File: src/rtl/volley_ctrl.sv
// volley_ctrl: rally FSM for 3D pong; reflects walls, detects paddle hits/misses, scores and sequences serves.
module volley_ctrl #(
  parameter logic [9:0] X_MIN       = 10'd64,
  parameter logic [9:0] X_MAX       = 10'd576,
  parameter logic [9:0] Y_MIN       = 10'd48,
  parameter logic [9:0] Y_MAX       = 10'd432,
  parameter logic [9:0] Z_NEAR      = 10'd8,
  parameter logic [9:0] Z_FAR       = 10'd120,
  parameter logic [9:0] PAD_HW      = 10'd40,
  parameter logic [9:0] PAD_HH      = 10'd30,
  parameter logic [9:0] V0_XY       = 10'd1,
  parameter logic [9:0] V0_Z        = 10'd2,
  parameter logic [9:0] VZ_MAX      = 10'd6,
  parameter logic [9:0] VXY_MAX     = 10'd4,
  parameter logic [3:0] HITS_PER_UP = 4'd4,
  parameter logic [7:0] MISS_HOLD   = 8'd60,
  parameter logic [3:0] WIN_SCORE   = 4'd7
) (
  input  logic       frame_clk,
  input  logic       level_rst,
  input  logic       serve,
  input  logic [9:0] pos_x,
  input  logic [9:0] pos_y,
  input  logic [9:0] pos_z,
  input  logic [9:0] ply_x,
  input  logic [9:0] ply_y,
  input  logic [9:0] cpu_x,
  input  logic [9:0] cpu_y,
  output logic [9:0] vel_x,
  output logic [9:0] vel_y,
  output logic [9:0] vel_z,
  output logic       pause,
  output logic [3:0] player_score,
  output logic [3:0] cpu_score,
  output logic       hit_pulse,
  output logic       miss_pulse,
  output logic       game_over
);
  typedef enum logic [1:0] {SERVE, PLAY, MISS, OVER} state_t;
  state_t state, state_n;
  logic serve_q, serve_dir, serve_dir_n, hit_n, miss_n;
  logic [9:0] vz_mag, vz_mag_n, vel_x_n, vel_y_n, vel_z_n;
  logic [3:0] hit_cnt, hit_cnt_n, player_n, cpu_n, cnt_inc;
  logic [7:0] hold, hold_n;
  logic x_flip, y_flip, near, far, on_pad, up, over, under;
  logic [9:0] pad_x, pad_y, vx1, vy1, adx, ady, mag_up;
  logic signed [10:0] dx, dy, eng;
  logic signed [11:0] vx_e;
  always_ff @(posedge frame_clk or posedge level_rst)
    if (level_rst) begin
      state        <= SERVE;
      serve_q      <= 1'b1;
      serve_dir    <= 1'b0;
      vz_mag       <= V0_Z;
      hit_cnt      <= '0;
      hold         <= '0;
      vel_x        <= '0;
      vel_y        <= '0;
      vel_z        <= '0;
      player_score <= '0;
      cpu_score    <= '0;
      hit_pulse    <= 1'b0;
      miss_pulse   <= 1'b0;
      pause        <= 1'b1;
      game_over    <= 1'b0;
    end else begin
      state        <= state_n;
      serve_q      <= serve;
      serve_dir    <= serve_dir_n;
      vz_mag       <= vz_mag_n;
      hit_cnt      <= hit_cnt_n;
      hold         <= hold_n;
      vel_x        <= vel_x_n;
      vel_y        <= vel_y_n;
      vel_z        <= vel_z_n;
      player_score <= player_n;
      cpu_score    <= cpu_n;
      hit_pulse    <= hit_n;
      miss_pulse   <= miss_n;
      pause        <= state_n != PLAY;
      game_over    <= state_n == OVER;
    end
  always_comb begin
    x_flip  = (pos_x >= X_MAX && !vel_x[9] && vel_x != '0) || (pos_x <= X_MIN && vel_x[9]);
    y_flip  = (pos_y >= Y_MAX && !vel_y[9] && vel_y != '0) || (pos_y <= Y_MIN && vel_y[9]);
    vx1     = x_flip ? -vel_x : vel_x;
    vy1     = y_flip ? -vel_y : vel_y;
    near    = pos_z <= Z_NEAR && vel_z[9];
    far     = pos_z >= Z_FAR && !vel_z[9] && vel_z != '0;
    pad_x   = near ? ply_x : cpu_x;
    pad_y   = near ? ply_y : cpu_y;
    dx      = {1'b0, pos_x} - {1'b0, pad_x};
    dy      = {1'b0, pos_y} - {1'b0, pad_y};
    adx     = dx[10] ? 10'(-dx) : dx[9:0];
    ady     = dy[10] ? 10'(-dy) : dy[9:0];
    on_pad  = adx <= PAD_HW && ady <= PAD_HH;
    eng     = dx >>> 4;
    vx_e    = {{2{vx1[9]}}, vx1} + {eng[10], eng};
    over    = !vx_e[11] && vx_e[10:0] > {1'b0, VXY_MAX};
    under   = vx_e[11] && vx_e < -{2'b00, VXY_MAX};
    cnt_inc = hit_cnt + 4'd1;
    up      = cnt_inc == HITS_PER_UP;
    mag_up  = up ? (vz_mag >= VZ_MAX ? VZ_MAX : vz_mag + 10'd1) : vz_mag;
    state_n     = state;
    serve_dir_n = serve_dir;
    vz_mag_n    = vz_mag;
    hit_cnt_n   = hit_cnt;
    hold_n      = hold;
    vel_x_n     = vel_x;
    vel_y_n     = vel_y;
    vel_z_n     = vel_z;
    player_n    = player_score;
    cpu_n       = cpu_score;
    hit_n       = 1'b0;
    miss_n      = 1'b0;
    case (state)
      SERVE: if (serve && !serve_q) begin
        state_n   = PLAY;
        vel_x_n   = V0_XY;
        vel_y_n   = V0_XY;
        vel_z_n   = serve_dir ? -V0_Z : V0_Z;
        vz_mag_n  = V0_Z;
        hit_cnt_n = '0;
      end
      PLAY: if ((near || far) && !on_pad) begin
        vel_x_n     = '0;
        vel_y_n     = '0;
        vel_z_n     = '0;
        cpu_n       = near && cpu_score != WIN_SCORE ? cpu_score + 4'd1 : cpu_score;
        player_n    = far && player_score != WIN_SCORE ? player_score + 4'd1 : player_score;
        serve_dir_n = near;
        miss_n      = 1'b1;
        hold_n      = MISS_HOLD - 8'd1;
        state_n     = MISS;
      end else begin
        vel_x_n = vx1;
        vel_y_n = vy1;
        if (near || far) begin
          // speed-up magnitude takes the reflected sign; english is added after any wall flip
          vel_z_n   = near ? mag_up : -mag_up;
          vz_mag_n  = mag_up;
          hit_cnt_n = up ? 4'd0 : cnt_inc;
          hit_n     = 1'b1;
          vel_x_n   = over ? VXY_MAX : under ? -VXY_MAX : vx_e[9:0];
        end
      end
      MISS: if (hold == '0)
        state_n = player_score == WIN_SCORE || cpu_score == WIN_SCORE ? OVER : SERVE;
      else
        hold_n = hold - 8'd1;
      OVER: state_n = OVER;
    endcase
  end
endmodule

File: config.mk
export PLATFORM = sky130hd
export DESIGN_NAME = volley_ctrl
export DESIGN_NICKNAME = d
export VERILOG_FILES = /design/src/rtl/volley_ctrl.sv
export SDC_FILE = /design/constraint.sdc
export NUM_CORES = 1
export LEC_CHECK = 0
export BUFFER_PORTS_ARGS = -buffer_cell sky130_fd_sc_hd__buf_2
export CORE_UTILIZATION = 55
export CTS_BUF_LIST = sky130_fd_sc_hd__clkbuf_8
export DETAILED_ROUTE_END_ITERATION = 6
export PLACE_DENSITY = 0.86
export SETUP_SLACK_MARGIN = 0.5
export SLEW_MARGIN = 20
export SYNTH_ARGS = -nofsm -noshare
export SYNTH_HDL_FRONTEND = slang
export SYNTH_SLANG_ARGS = --single-unit
File: constraint.sdc
create_clock -name frame_clk -period 16.4 [get_ports frame_clk]
set_clock_uncertainty 0.05 [all_clocks]
set_input_delay 0.82 -clock frame_clk [delete_from_list [all_inputs] [get_ports frame_clk]]
set_output_delay 0.82 -clock frame_clk [all_outputs]
set_load 0.02 [all_outputs]
* Word-level counts from Yosys, hierarchy flattened
Index checks and enable logic that the tools add are counted.
** Word-level totals
- Register bits :: 68
- Output and inout port bits :: 42
- Word-level logic and storage cells :: 141
** Operators by class
- Add/sub/neg operators :: 13
- $lt $le $gt $ge :: 11
- Equal/unequal tests :: 17
- Mux-type cells :: 44
- Reduce and logical (&&, ||, !) cells :: 41
** Operator list (count)
- 10-bit 2-to-1 mux :: 22
- 10-bit one-hot mux with 2 select lines :: 4
- 10-bit negation :: 5
- 10-bit nonzero test :: 3
- 10-bit by 10-bit subtractor with 11-bit output :: 2
- 10-bit by 6-bit <= comparator with 1-bit output, second input constant :: 2
- 1-bit logical AND :: 16
- 4-bit 2-to-1 mux :: 4
- 8-bit 2-to-1 mux :: 2
- 8-bit one-hot mux with 2 select lines :: 1
- 3-bit AND reduction :: 5
- 4-bit by 1-bit adder with 4-bit output, second input constant :: 3
- 4-bit by 3-bit == test with 1-bit output, second input constant :: 3
- 12-bit < comparator, second input constant :: 1
- 10-bit by 7-bit adder with 11-bit output :: 1
- 11-bit by 3-bit greater-than comparator with 1-bit output, second input constant :: 1
- 10-bit by 1-bit adder with 10-bit output, second input constant :: 1
- 10-bit >= comparator, second input constant :: 1
- 10-bit by 3-bit >= comparator with 1-bit output, second input constant :: 1
- 10-bit by 7-bit >= comparator with 1-bit output, second input constant :: 1
- 10-bit by 9-bit >= comparator with 1-bit output, second input constant :: 1
- 10-bit by 4-bit <= comparator with 1-bit output, second input constant :: 1
- 10-bit by 5-bit <= comparator with 1-bit output, second input constant :: 1
- 10-bit by 7-bit <= comparator with 1-bit output, second input constant :: 1
- other kinds (18) :: 43

* Depth between registers and ports, before layout
- Depth after elaboration :: 13
- Depth in mapped cells :: 25
- Mapped depth without buffers :: 22

* Worst setup path after synthesis
No wires, ideal clock.
- Path type :: input to register
- Start :: in pos_z[0]
- End :: reg vel_x[1]
- Library setup time :: 0.067 ns
- Arrival :: 6.043 ns
- Required time :: 16.283 ns
- Slack :: 10.241 ns
- Cell stages on the path :: 22
- Buffers on the path :: 3
- Cell sequence :: o31ai_1 > nand3_1 > clkbuf_1 > clkbuf_1 > buf_1 > mux2i_1 > ha_1 > a21o_1 > a31oi_1 > nand2_1 > a221oi_4 > ha_1 > a21oi_1 > o21ai_0 > a21o_1 > a2111oi_0 > o41ai_1 > o21ai_1 > nand2_1 > or4b_1 > o31ai_2 > a221o_1
** Between the ends
- Cells in the longest elaborated chain, start to end :: 12
- Elaborated cells on any way between the ends :: 30
** Ends and longest elaborated chain
- start, declared :: line 24 : input logic [9:0] pos_z,
- 10-bit by 4-bit <= comparator with 1-bit output :: line 88 : near = pos_z <= Z_NEAR && vel_z[9];
- 1-bit logical AND :: line 88
- 10-bit 2-to-1 mux (on tied branches) :: line 90, 91
- 10-bit by 10-bit subtractor with 11-bit output (on tied branches) :: line 92, 93
- 10-bit by 7-bit adder with 11-bit output, or another cell as far along :: line 98 : vx_e = {{2{vx1[9]}}, vx1} + {eng[10], eng};
- 12-bit < comparator, or another cell as far along :: line 100 : under = vx_e[11] && vx_e < -{2'b00, VXY_MAX};
- 1-bit logical AND, or another cell as far along :: line 100
- 10-bit 2-to-1 mux or 1-bit logical AND (tied branches) :: line 144, 96
- 10-bit 2-to-1 mux or 1-bit logical NOT (tied branches) :: line 144, 125
- 10-bit 2-to-1 mux or 1-bit logical AND (tied branches) :: line 138, 125
- 10-bit 2-to-1 mux * :: line 125 : PLAY: if ((near || far) && !on_pad) begin
- 10-bit one-hot mux with 2 select lines * :: line 116 : case (state)
- end signal, assigned :: line 73 : vel_x <= vel_x_n;
- end, declared :: line 29 : output logic [9:0] vel_x,
Mark *: on every way between the ends. The rest lies on a longest branch, timed or not.
A chain may end at the register's enable or synchronous reset.

* Final worst setup path
- Start :: in pos_z[6]
- End :: reg vel_x[1]
Same word-level chain as after synthesis.

==> impl_metrics.ini <==
[final_layout]
fin_nets = 954
syn_to_final_growth_pct = 15.3
layout_common_cells = buf_2 (114), nand2_1 (67), dfrtp_1 (65)
drive_gt1_frac = 0.207
diodes = 0
layout_commonest_cell = buf_2
final_util = 0.650

[floorplanning]
dieArea_um2 = 11500
rows = 38
io_pins = 115
start_util = 0.564
die_w_um = 107
die_y_um = 107
fp.coreArea_um2 = 10800

[synthesis]
synth_nets = 844
syn_area_um2 = 6110
synthMuxAreaShare = 0.0534
synth_edf_count = 0
yosysWarnings = 0
synth_compound_area_frac = 0.249
avgSynthCellArea_um2 = 8.41
synth_top_family_by_area = compound AO/OA/AOI/OAI gates
synthFlopType = dfrtp_1
ys_seq_elements = 68
synthXorXnorAreaFrac = 0.0653
postSynthCellCount = 727
ys_seq_area_frac = 0.279
synth.distinct_cells = 75
synth-simple-area-share = 0.225
synthArstFlopShare = 1.00
synthAdderAreaFrac = 0.0938

[drt]
postRouteAntennaNets = 0
wl_per_cell_um = 15.5
drt_iter0_markers = 446
drtPass1Iterations = 7
vias = 5947
drt_wl_total_um = 15200
vias_per_cell = 6.06
route.detailed.drc = 2

[hold_path]
hp-class = flop to flop

[place]
dp_hpwl_um = 11500
port_buffers = 114
gp_congestion = 0.916

[timing]
hold_viol = 0
max_freq_mhz = 162
finalSetupTns_ns = 0
grt_setup_unrepaired = false
finalMaxSlewViolations = 0
period_share = 0.376
fin_crit_ns = 6.16
slew_headroom = 0.251
worst_slew_pin_slew_ns = 1.12
setup_viol_count_final = 0

[clocking]
htree_num_levels = 3
cts.sinks = 68
hold_buffers = 0
cts_setup_buffers = 0
worstSkewPairLatency_ns = 0.36
clk_pin_slew_worst_paths_ns = 0.08
cts_buffers = 9
cts_tree = yes
cts_root_buf = clkbuf_8
clk_path_buf_depth = 2
post_cts_resized = 0

[critical_path]
crit_type = input pin to flop
cp_max_fo = 32
critPathArrivalTime_ns = 6.41
endpoint_kind = flop
crit_required_ns = 16.65
startpoint_type = input pin

[global_route]
grt_max_degree = 69
grt_pass1_wl_um = 24900
grt_pass1_vias = 5383
grt_use_total = 0.268
antenna_found_initial = 0
grt_overflow_total = 0

[run_status]
status = complete, but fails checks
violations = DRC

[power_and_ir_drop]
peakVddDrop_v = 0.0000441
leakagePower_nw = 3.55
power_density_nw_per_um2 = 67.0

[job]
drv_cap = 0
==> sequential cells by signal, indices dropped and copies added, names as in the netlist, 2 cells and up <==
register and count:
cpu_score 4, hit_cnt 4, hold 8, player_score 4
state 2, vel_x 10, vel_y 10, vel_z 10
vz_mag 10
==> layer usage <==
| layer | track usage | routed length, um | part of all wire | vias up |
|---|---|---|---|---|
| met5 | 0 | 0 | 0 | - |
| met4 | 0.106 | 342 | 0.022 | 0 |
| met3 | 0.0387 | 782 | 0.051 | 29 |
| met2 | 0.446 | 7140 | 0.47 | 206 |
| met1 | 0.351 | 6950 | 0.46 | 2797 |
| li1 | - | - | - | 2915 |
==> stage by stage <==
step           std cells  worst slack (ns)  instance area, um^2  total power [mW]  hold WS (ns)
3_3_place_gp         966             10.15                 6820             0.313         0.401
3_5_place_dp         966              9.97                 6820             0.315         0.416
6_report             982             10.24                 7040             0.472         0.432
4_1_cts              982             10.31                 7040             0.472         0.435
2_1_floorplan        727             10.24                 6110             0.282         0.391
5_1_grt              982              9.86                 7040             0.495         0.469
==> synthesized netlist by cell type, drive strengths merged (3+ instances only) <==
cell,instances,area [um^2]
o21bai,7,52.6
o21ai,49,245
o21a,10,75.1
mux2i,18,180
a22oi,3,36.3
nor3b,3,22.5
a41oi,3,26.3
a2111oi,3,27.5
a22o,9,78.8
o31ai,11,92.6
ha,41,513
nand2,67,251
and2,7,43.8
o41ai,3,26.3
or2,7,43.8
fa,3,60.1
a31o,3,26.3
xor2,20,175
o211ai,6,45.0
a21o,14,105
clkbuf,15,56.3
nor2b,17,106
mux2,13,146
and4,5,43.8
a31oi,12,75.1
inv,39,146
o31a,4,35.0
o2111ai,5,43.8
nand4,8,50.1
a211oi,4,30.0
nand3,28,140
o311a,3,30.0
nor3,25,125
dfstp,3,78.8
a21oi,43,215
nand2b,12,75.1
dfrtp,65,1630
a311oi,3,43.8
or3,14,87.6
nor4,7,43.8
xnor2,22,200
buf,3,11.3
nor2,54,203
or3b,4,35.0
and3,3,18.8
==> cell families after synthesis <==
family / Yosys count
and+or+nand+nor: 269
AOI/OAI and AO/OA: 215
DFF: 68
buffers and inverters: 57
adders and majority gates: 44
xor gates and xnor gates: 43
muxes: 31
==> final timing paths <==
path                                       startpoint                    end  slack (ns)  depth (start not counted)
min in group asynchronous                   level_rst    hold[4]$_DFFE_PP0P_        0.64                          3
worst max-delay path                         pos_z[6]   vel_x[1]$_DFFE_PP0P_       10.24                         24
worst min register to register  serve_dir$_DFFE_PP0P_  serve_dir$_DFFE_PP0P_        0.43                          1
worst max register to register   vel_z[9]$_DFFE_PP0P_   vel_x[1]$_DFFE_PP0P_       10.46                         23
max in group asynchronous                   level_rst   vel_y[6]$_DFFE_PP0P_       15.08                          3
worst min-delay path            serve_dir$_DFFE_PP0P_  serve_dir$_DFFE_PP0P_        0.43                          1
==> where the power goes <==
part	internal (mW)	leakage, nW	switching [mW]	total [mW]
Combinational	0.0622	2.56	0.0844	0.147
Sequential	0.168	0.878	0.000374	0.168
Clock	0.0863	0.106	0.0710	0.157
Total	0.317	3.55	0.156	0.472
==> worst max-delay path, stage by stage <==
cell	delay [ns]
buf_2	0.11
nor4b_1	0.51
nand3_2	0.13
buf_4	0.30
mux2_2	0.32
ha_1	0.21
fa_1	0.41
nor2b_1	0.24
o31a_1	0.24
o21ai_0	0.11
o21bai_1	0.19
a21o_1	0.19
inv_1	0.10
ha_1	0.36
inv_1	0.17
o21ai_0	0.11
a21o_1	0.18
a2111oi_0	0.40
o41ai_1	0.18
o21ai_1	0.14
nand2_1	0.06
or4b_1	0.52
o31ai_2	0.23
a221o_1	0.18
==> cell type report <==
cell class	instances	area [um^2]
clock inverters	7	97.6
repair buffers	117	593
flip-flops and latches	68	1710
clock buffers	9	124
inverters	39	146
multi-input cells	602	4200
fillers	934	3800
well taps	140	175
Note: power is estimated with default switching activity, not from simulation.
